File: src/rtl/rotation_recombine.sv
// Rebuilds a data word from CORDIC decision bits and residue by re-adding the
// stage constants, highest stage first, through one shared adder.
module rotation_recombine #(
    parameter int DSIZE  = 16,
    parameter int STAGES = 16,
    parameter int IDXW   = 4
) (
    input  logic              clock,
    input  logic              rst,
    input  logic              in_valid,
    output logic              in_ready,
    input  logic [STAGES-1:0] in_rel,
    input  logic [DSIZE-1:0]  in_rem,
    output logic [IDXW-1:0]   comp_idx,
    input  logic [DSIZE-1:0]  comp,
    output logic              out_valid,
    input  logic              out_ready,
    output logic [DSIZE-1:0]  odata,
    output logic              ovf,
    output logic              busy
);

    localparam logic [IDXW-1:0] LAST_IDX = IDXW'(STAGES - 1);

    typedef enum logic [1:0] {IDLE, RUN, DONE} state_t;

    state_t             state, state_nxt;
    logic [DSIZE-1:0]   acc;
    logic [STAGES-1:0]  bits;
    logic [IDXW-1:0]    idx;
    logic               ovf_q;
    logic [DSIZE-1:0]   addend;
    logic [DSIZE:0]     sum;
    logic               accept;

    // idx is a register, so driving the ROM address from it keeps comp_idx registered
    assign comp_idx  = idx;
    assign odata     = acc;
    assign ovf       = ovf_q;
    assign in_ready  = (state == IDLE);
    assign out_valid = (state == DONE);
    assign busy      = (state != IDLE);

    always_comb begin
        addend    = bits[idx] ? comp : '0;
        sum       = {1'b0, acc} + {1'b0, addend};
        accept    = in_valid && (state == IDLE);
        state_nxt = state;
        case (state)
            IDLE:    if (accept) state_nxt = RUN;
            RUN:     if (idx == '0) state_nxt = DONE;
            DONE:    if (out_ready) state_nxt = IDLE;
            default: state_nxt = IDLE;
        endcase
    end

    always_ff @(posedge clock) begin
        if (rst) begin
            state <= IDLE;
            acc   <= '0;
            bits  <= '0;
            idx   <= '0;
            ovf_q <= 1'b0;
        end else begin
            state <= state_nxt;
            case (state)
                IDLE: if (accept) begin
                    acc   <= in_rem;
                    bits  <= in_rel;
                    idx   <= LAST_IDX;
                    ovf_q <= 1'b0;
                end
                RUN: begin
                    acc   <= sum[DSIZE-1:0];
                    ovf_q <= ovf_q | sum[DSIZE];
                    if (idx != '0) idx <= idx - 1'b1;
                end
                default: ;
            endcase
        end
    end

endmodule
File: config.mk
export PLATFORM = sky130hd
export DESIGN_NAME = rotation_recombine
export DESIGN_NICKNAME = d
export VERILOG_FILES = /design/src/rtl/rotation_recombine.sv
export SDC_FILE = /design/constraint.sdc
export NUM_CORES = 1
export LEC_CHECK = 0
export ABC_AREA = 1
export CAP_MARGIN = 15
export CORE_AREA = 2 2 79 81
export DETAILED_ROUTE_END_ITERATION = 10
export DIE_AREA = 0 0 81 83
export PLACE_DENSITY = 0.8
export SLEW_MARGIN = 15
export SYNTH_ARGS = -nofsm -noshare
export SYNTH_HDL_FRONTEND = slang
export SYNTH_SLANG_ARGS = --single-unit
File: constraint.sdc
create_clock -name clock -period 3.4 [get_ports clock]
set_input_delay 0.34 -clock clock [delete_from_list [all_inputs] [get_ports clock]]
set_output_delay 0.34 -clock clock [all_outputs]
set_load 0.02 [all_outputs]
Word level (Yosys, flattened, before mapping):

Cells that the tools add are included.
W data, S select, Z words.

* input port bits: 52
* flip-flop bits (word level): 39

* reduce and logical (&&, ||, !) cells: 10
* add/sub/neg operators: 2
* order comparisons: 1
* equal/unequal tests: 6
* bitwise gates (word level): 1
* muxes and demuxes: 14

Operators by type and width (number)
* $mux W16: 2
* $pmux W16 S2: 1
* $add A16 B16 Y17: 1
* $mux W4: 2
* $pmux W4 S2: 1
* $mux W2: 3
* $pmux W2 S3: 1
* $reduce_and A3 Y1: 2
* $lt A4 B5 Y1 const B: 1
* $bmux W1 S4: 1
* $logic_not A4 Y1: 1
* $ne A2 B1 Y1 const B: 2
* $ne A2 B2 Y1 const B: 2
* $reduce_and A2 Y1: 2
* $reduce_bool A2 Y1: 2
* $reduce_bool A4 Y1: 1
* $sub A4 B1 Y4 const B: 1
* $eq A2 B1 Y1 const B: 1
* $eq A2 B2 Y1 const B: 1
* $logic_not A2 Y1: 1
* $mux W1: 2
* $pmux W1 S2: 1
* $logic_and A1 B1 Y1: 1
* $or A1 B1 Y1: 1

Longest topological paths before layout:

Gate-level depths: netlist (run 1).

* word-level depth: 6
* mapped depth: 21
* mapped depth without buffers: 19

Worst setup path before layout (run 1):

Ideal clock, no wire load.

* path kind: register to register
* from: register idx[0], in the netlist comp_idx[0]
* to: register acc[14], in the netlist odata[14]
* setup time: 0.132 ns
* data arrival time: 2.670 ns
* stages on the path, launching flop included: 20
* buffers on the path: 2
* clock period less this slack: 2.802 ns
* slack: 0.598 ns
* path through: dfxtp_1 -> inv_2 -> buf_6 -> o311ai_1 -> nand3_1 -> nand2_2 -> buf_12 -> nor2_4 -> ha_1 -> fa_1 -> nand2_1 -> nand2_1 -> nand3b_1 -> nand2_1 -> nand2_1 -> nand2_1 -> nand2_1 -> nand3_1 -> nand2_1 -> a21oi_1

* word-level cells in the longest chain between the ends: 5

Ends and longest elaborated chain
* start, declared: RTL line 30 `logic [IDXW-1:0] idx;`
* start signal, assigned: RTL line 76 `if (idx != '0) idx <= idx - 1'b1;`
* $bmux W1 S4: RTL line 45 `addend = bits[idx] ? comp : '0;`
* $mux W1 (implied by the code): RTL line 45
* $mux W16: RTL line 45
* $add A16 B16 Y17: RTL line 46 `sum = {1'b0, acc} + {1'b0, addend};`
* $pmux W16 S2: RTL line 66 `case (state)`
* end signal, assigned: RTL line 68 `acc <= in_rem;`
* end signal, assigned: RTL line 74 `acc <= sum[DSIZE-1:0];`
* end, declared: RTL line 28 `logic [DSIZE-1:0] acc;`

Every way passes these cells. The select of a mux whose other input is x is not followed.
A chain may end at the register's enable or synchronous reset.

Final worst setup path (run 1):

* from: register idx[0], in the netlist comp_idx[0]
* to: register ovf_q, in the netlist ovf

* word-level cells in the longest chain between the ends: 6

Ends and longest elaborated chain
* $bmux W1 S4: RTL line 45
* $mux W1 (implied by the code): RTL line 45
* $mux W16: RTL line 45
* $add A16 B16 Y17: RTL line 46
* $or A1 B1 Y1: RTL line 75 `ovf_q <= ovf_q | sum[DSIZE];`
* $pmux W1 S2: RTL line 66
* end signal, assigned: RTL line 75
* end, declared: RTL line 31 `logic ovf_q;`

Every way passes these cells. The select of a mux whose other input is x is not followed.

==> impl_results.md, run 1 <==
* Final WL at 7290 microns
* Antenna diodes at 0
* H-tree levels at 2
* LEAKAGE at 1.76 nW
* Post-synth EDFFs at 0
* Tcrit/Tclk final at 0.891
* Hold Crit Class: reg2reg
* Clock transition at path regs at 90 ps
* Setup TNS at 0 ps
* Vias per cell at 5.01
* Rows at 28
* First-pass GRT wire length at 12500 microns
* Worst R2R Setup Slack at 370 ps
* RePlAce Congestion at between 0.9 and 1
* DIE HEIGHT at 83 microns
* Filler cells at 553
* Initial antenna violation count at 0
* RSZ-0062 raised after global routing: no
* F_max at 330 MHz
* Main synth FF type: dfxtp_1
* Setup violators final at 0
* Critical path class: reg2reg
* Die area at 6720 sq um
* Status: complete, no violations
* Via Count at around 3000
* Worst-margin pin slew at between 600 and 700 ps
* Seq/Total Area, Yosys at 0.279
* Final instance area at between 3000 and 4000 sq um
* Setup Buffers After CTS at 0
* DR WL/cell at 12.3 microns
* Register Area at 781 sq um
* Initial Util at 0.481
* Core area at a little under 6000 sq um
* Yosys cell types at 29
* CP Data Required Time at between 3000 and 4000 ps
* CP endpoint kind: register
* Detailed Place HPWL at 5640 microns
* CP Max Fanout at 14
* Sink Count at 39
* Synth Register Bits at 39
* Final Net Count at 586
* Final Hold Vio Count at 0
* R2R depth at 17
* Clock Path Buffers at 2
* DP Area at 3580 sq um
* Post-route ant nets at 0
* Area grow syn2layout at 31.6%
* VDD IR max at approximately 0.29 mV
* CTS Buf Count at 5
* Clock latency on the worst-skew pair at 300 ps
* Grt ovf at 0
* Clock skew at 9.15 ps
* First drt pass iteration count at 4
* Slew Limit Fails at 0
* Area of the multi-input gates at ~1700 sq um
* Crit path DAT at 3250 ps
* CTS tree: yes
* # hold bufs at CTS at 0
* Post-Synthesis Cells at 446
* Share of post-route cells with drive strength above 1 at 0.0542
* Critical Path Start Type: register
* Max-cap violations at 0
* Reg2reg end: ovf
* Post-Place Setup Slack at 355 ps
* Clock root buffer: clkbuf_8
* R2R Path Start: comp_idx[0]
* Worst slew margin at 0.542
* Final worst setup slack at about 370 ps
* Hold Startpoint: ovf
* Mean Syn Cell Area at around 6.3 sq um
* Largest net degree at the start of global routing at 28
* Cell area after synthesis at 2800 sq um
* Synth Warn # at 0
* Number of global-route vias before repair at ~3000
* Power Density at 463 nW/um^2
* Die W at 81 microns
* Hold Path Cell Cnt at 2
* Fin crit period at 3030 ps
* # port buffers at between 70 and 80
* GRT Overall Usage at 0.229
* Syn nets at 516
* Num ports at between 70 and 80
* Async set-reset flop share out of synthesis at 0
* Fin Hold WS at around 480 ps
* Hold Path End: ovf
* DR iter-0 viols at between 150 and 200
* DRC viols at 0
==> cells in the mapped netlist (2+ instances only) <==
cell,count,area [sq um]
a31oi_1,5,31.3
nand4_1,2,12.5
nor3_1,3,15.0
buf_2,6,30.0
nand3b_1,2,15.0
inv_1,66,248
ha_1,17,213
nand3_1,30,150
clkbuf_1,7,26.3
or2_2,3,18.8
nor2_4,10,113
a21oi_1,31,155
xor2_1,4,35.0
o21ai_0,30,150
dfxtp_1,39,781
o311ai_1,2,17.5
o22ai_1,6,37.5
nand2_1,112,420
nor2_1,61,229
==> final cells by class <==
| type | count | share of cell area |
|---|---|---|
| Inverter | 67 | 0.0682 |
| Sequential cell | 39 | 0.212 |
| Multi-Input combinational cell | 324 | 0.456 |
| Clock buffer | 6 | 0.0224 |
| Clock inverter | 2 | 0.00441 |
| Timing Repair Buffer | 79 | 0.212 |
| Tap cell | 75 | 0.0255 |
==> power by group <==
part | switching (mW) | internal, mW | leakage [nW]
Sequential | 0.0507 | 0.515 | 0.323
Combinational | 0.463 | 0.330 | 1.39
Clock | 0.181 | 0.166 | 0.0474
==> cell families (layout without fill, tap and decap cells) <==
kind of cell	after synthesis	after routing	share of synthesized area
fa+ha+maj	18	18	0.0831
buf+inv	83	154	0.123
xor+xnor	5	5	0.0156
flops	39	39	0.279
simple gates	225	225	0.352
compound gates	76	76	0.147
==> per-stage QoR <==
stage                     total power, mW  instances   util
final                                1.71        592  0.634
after floorplan                      1.12        446      -
after CTS                            1.71        592  0.633
after global routing                 1.84        592  0.634
after global placement               1.34        584  0.616
after detailed placement             1.36        584  0.616
==> metal layers <==
layer  vias up  global-route usage  wire length, microns
li1       1560                   -                     -
met1      1311               0.277                  3130
met5         -                   0                     0
met2        81               0.400                  3650
met4         0              0.0832                    91
met3        12              0.0348                   417
==> worst max path at each step <==
stage	from	to	slack, ps	cells after the start
2_1_floorplan	comp_idx[0]	odata[14]	600	19
3_3_place_gp	comp_idx[0]	odata[14]	470	15
3_5_place_dp	comp_idx[2]	odata[14]	360	16
4_1_cts	comp_idx[2]	odata[14]	310	16
5_1_grt	comp_idx[0]	ovf	90	17
6_report	comp_idx[0]	ovf	370	17
==> critical path, stage by stage, from the launching register on <==
cell and delay, ps:
dfxtp_1 460, inv_2 160, o311ai_1 270, nand3_1 190, nand2_4 260, buf_4 270
nor2_4 40, ha_1 350, nand2_1 90, inv_1 70, nand2_1 70, nor3_1 170
nand2_1 130, nand2_1 100, nand3_1 70, nand2_1 60, nand2_1 40, a21oi_1 130
==> sequential cells by signal, indices dropped and copies added, names as in the netlist <==
register,flops
odata,16
state,2
comp_idx,4
ovf,1
bits,16
==> layout by cell type, fill, tap and decap left out <==
cell type        instances
clkinvlp_4               1
nand2_4                  1
clkdlybuf4s50_1         75
xnor2_1                  1
nand3_1                 30
nor2_4                  10
clkbuf_8                 6
buf_4                    4
o21ai_0                 30
or2_2                    3
clkinv_4                 1
and2_1                   1
ha_1                    17
inv_1                   66
a21oi_1                 31
o22ai_1                  6
o311ai_1                 2
nor3_1                   3
dfxtp_1                 39
nor2_1                  61
nand3b_1                 2
a31oi_1                  5
nand2_1                112
a31oi_2                  1
inv_2                    1
a221oi_1                 1
xor2_1                   4
fa_1                     1
nand4_1                  2
==> timing repair <==
item,in CTS,in global routing
resized for setup,0,1
setup endpoints to repair,0,1
endpoints found under the hold margin,0,0
Power figures use the tool's default switching activity.
==> run 2, diff against run 1 <==
--- a/config.mk
+++ b/config.mk
@@ -7,10 +7,10 @@
 export LEC_CHECK = 0
 export ABC_AREA = 1
 export CAP_MARGIN = 15
-export CORE_AREA = 2 2 79 81
+export CORE_AREA = 2 2 100 102
 export DETAILED_ROUTE_END_ITERATION = 10
-export DIE_AREA = 0 0 81 83
-export PLACE_DENSITY = 0.8
+export DIE_AREA = 0 0 102 104
+export PLACE_DENSITY = 0.54
 export SLEW_MARGIN = 15
 export SYNTH_ARGS = -nofsm -noshare
 export SYNTH_HDL_FRONTEND = slang
==> run 2 against run 1 <==
Compared with the run above:
- largest cell class unchanged
- utilization fell by 24 points
- combinational power rose by 0.5%
- design area rose by 1.9%
- non-clock buffer count did not move
- critical path depth did not move
- die area rose by 58%
- register-to-register slack improved by 80 ps
- power rose by 0.28%
- clock skew fell by 1.6 ps
==> impl_results.md, run 2 (same netlist as run 1, synthesis figures left out) <==
* Share of post-route cells with drive strength above 1 at 0.0542
* Status: complete, no violations
* # hold bufs at CTS at 0
* Clock skew at 7.60 ps
* Tcrit/Tclk final at 0.868
* Util after Layout at 0.393
* Vias per cell at 4.51
* Final WL at between 8000 and 9000 microns
* Worst-margin pin slew at about 780 ps
* Hold Crit Class: reg2reg
* RSZ-0062 raised after global routing: no
* Initial Util at 0.293
* Largest stage delay on the critical path at between 400 and 500 ps
* Slew Limit Fails at 0
* DR WL/cell at 12.4 microns
* F_max at 339 MHz
* Filler cells at approximately 1100
* LEAKAGE at 1.76 nW
* CP endpoint kind: register
* Slowest-stage cell, CP: dfxtp_1
* Sink Count at 39
* Detailed Place HPWL at a little over 6000 microns
* CTS Buf Count at 5
* CTS tree: yes
* Worst R2R Setup Slack at 450 ps
* Clock latency on the worst-skew pair at 300 ps
* Initial antenna violation count at 0
* Rows at 36
* Critical Path Start Type: register
* Post-route ant nets at 0
* Reg2reg end: odata[14]
* Final worst setup slack at 449 ps
* VDD IR max at approximately 0.17 mV
* H-tree levels at 2
* Clock root buffer: clkbuf_8
* Via Count at 2933
* Hold Startpoint: ovf
* Setup violators final at 0
* Hold Path End: ovf
* Non-filler instance count after layout at 650
* Setup Buffers After CTS at 0
* Commonest cells after routing, fill and taps aside: 112 x nand2_1, 75 x clkdlybuf4s50_1, 66 x inv_1
* Power Density at 455 nW/um^2
* Final Net Count at 586
* Number of global-route vias before repair at between 2000 and 3000
* Area grow syn2layout at 34.2%
* First-pass GRT wire length at 13300 microns
* Crit-path cells: inv_2 > nand2_1 > nand3_1 > o311ai_1 > nand3_1 > nand2_2 > buf_6 > nor2_4 > ha_1 > a21oi_1 > nand2_1 > a21oi_1 > nand2_1 > nand2_1 > nand3_1 > nand2_1 > a21oi_1
* R2R Path Start: comp_idx[0]
* Setup TNS at 0 ps
* CP Data Required Time at 3560 ps
* DIE HEIGHT at 104 microns
* Power Total at about 1.7 mW
* Antenna diodes at 0
* Most common cell after layout, fill and taps aside: nand2_1
* First drt pass iteration count at 4
* # port buffers at 75
* Fin crit period at just under 3000 ps
* R2R depth at 17
* RePlAce Congestion at 0.945
* Largest net degree at the start of global routing at 28
* Die W at 102 microns
* Hold Path Cell Cnt at 2
* DR iter-0 viols at between 50 and 60
* Final Hold Vio Count at 0
* Worst slew margin at 0.482
* DRC viols at 0
* Crit path DAT at 3110 ps
* DP Area at 3650 sq um
* Fin Hold WS at roughly 480 ps
* Core area at about 9500 sq um
* Post-Place Setup Slack at 387 ps
* Clock transition at path regs at 80 ps
* CP most frequent cell: nand2_1
* Placed insts at 642
* Max-cap violations at 0
* Final instance area at 3760 sq um
* Post-CTS sizing at 0
* Clock Path Buffers at 2
* Critical path class: reg2reg
* CP Max Fanout at 14
* GRT Overall Usage at 0.156
* Die area at 10600 sq um
* Num ports at 76
* Grt ovf at 0
## run 2: critical path, delay by kind of cell, from the launching register on
family / cells / cell delay (ps)
adder cells (fa/ha/maj): 1 / 340
AO/OA/AOI/OAI: 4 / 580
AND/OR/NAND/NOR: 10 / 970
flip-flops: 1 / 480
buffers and inverters: 2 / 440
## run 2: power by group
group | switching (mW) | internal (mW) | total [mW]
combinational | 0.466 | 0.331 | 0.797
sequential | 0.0487 | 0.515 | 0.564
clock | 0.184 | 0.166 | 0.350
total | 0.699 | 1.01 | 1.71
## run 2: worst max path at each step
| stage | from | endpoint | slack, ps | cells after the start |
|---|---|---|---|---|
| 6_report | comp_idx[0] | odata[14] | 450 | 17 |
| 5_1_grt | comp_idx[0] | odata[14] | 60 | 17 |
| 4_1_cts | comp_idx[0] | odata[14] | 360 | 17 |
| 3_5_place_dp | comp_idx[0] | odata[14] | 390 | 17 |
| 3_3_place_gp | comp_idx[0] | odata[14] | 450 | 17 |
| 2_1_floorplan | comp_idx[0] | odata[14] | 600 | 19 |
## run 2: per-layer routing
layer  GRT usage  vias to the layer above  part of all wire
met3      0.0323                       11             0.057
met4      0.0600                        0             0.019
met2       0.258                       70              0.46
li1            -                     1548                 -
met1       0.195                     1304              0.47
met5           0                        -                 0
## run 2: final cells by class
type                       count  area, sq um  area share
clock inverter                 2         16.3     0.00433
inverter                      67          251      0.0669
timing repair buffer          79          785       0.209
tap                          133          166      0.0443
multi-input combinational    324         1680       0.446
sequential                    39          781       0.208
clock buffer                   6         82.6      0.0220
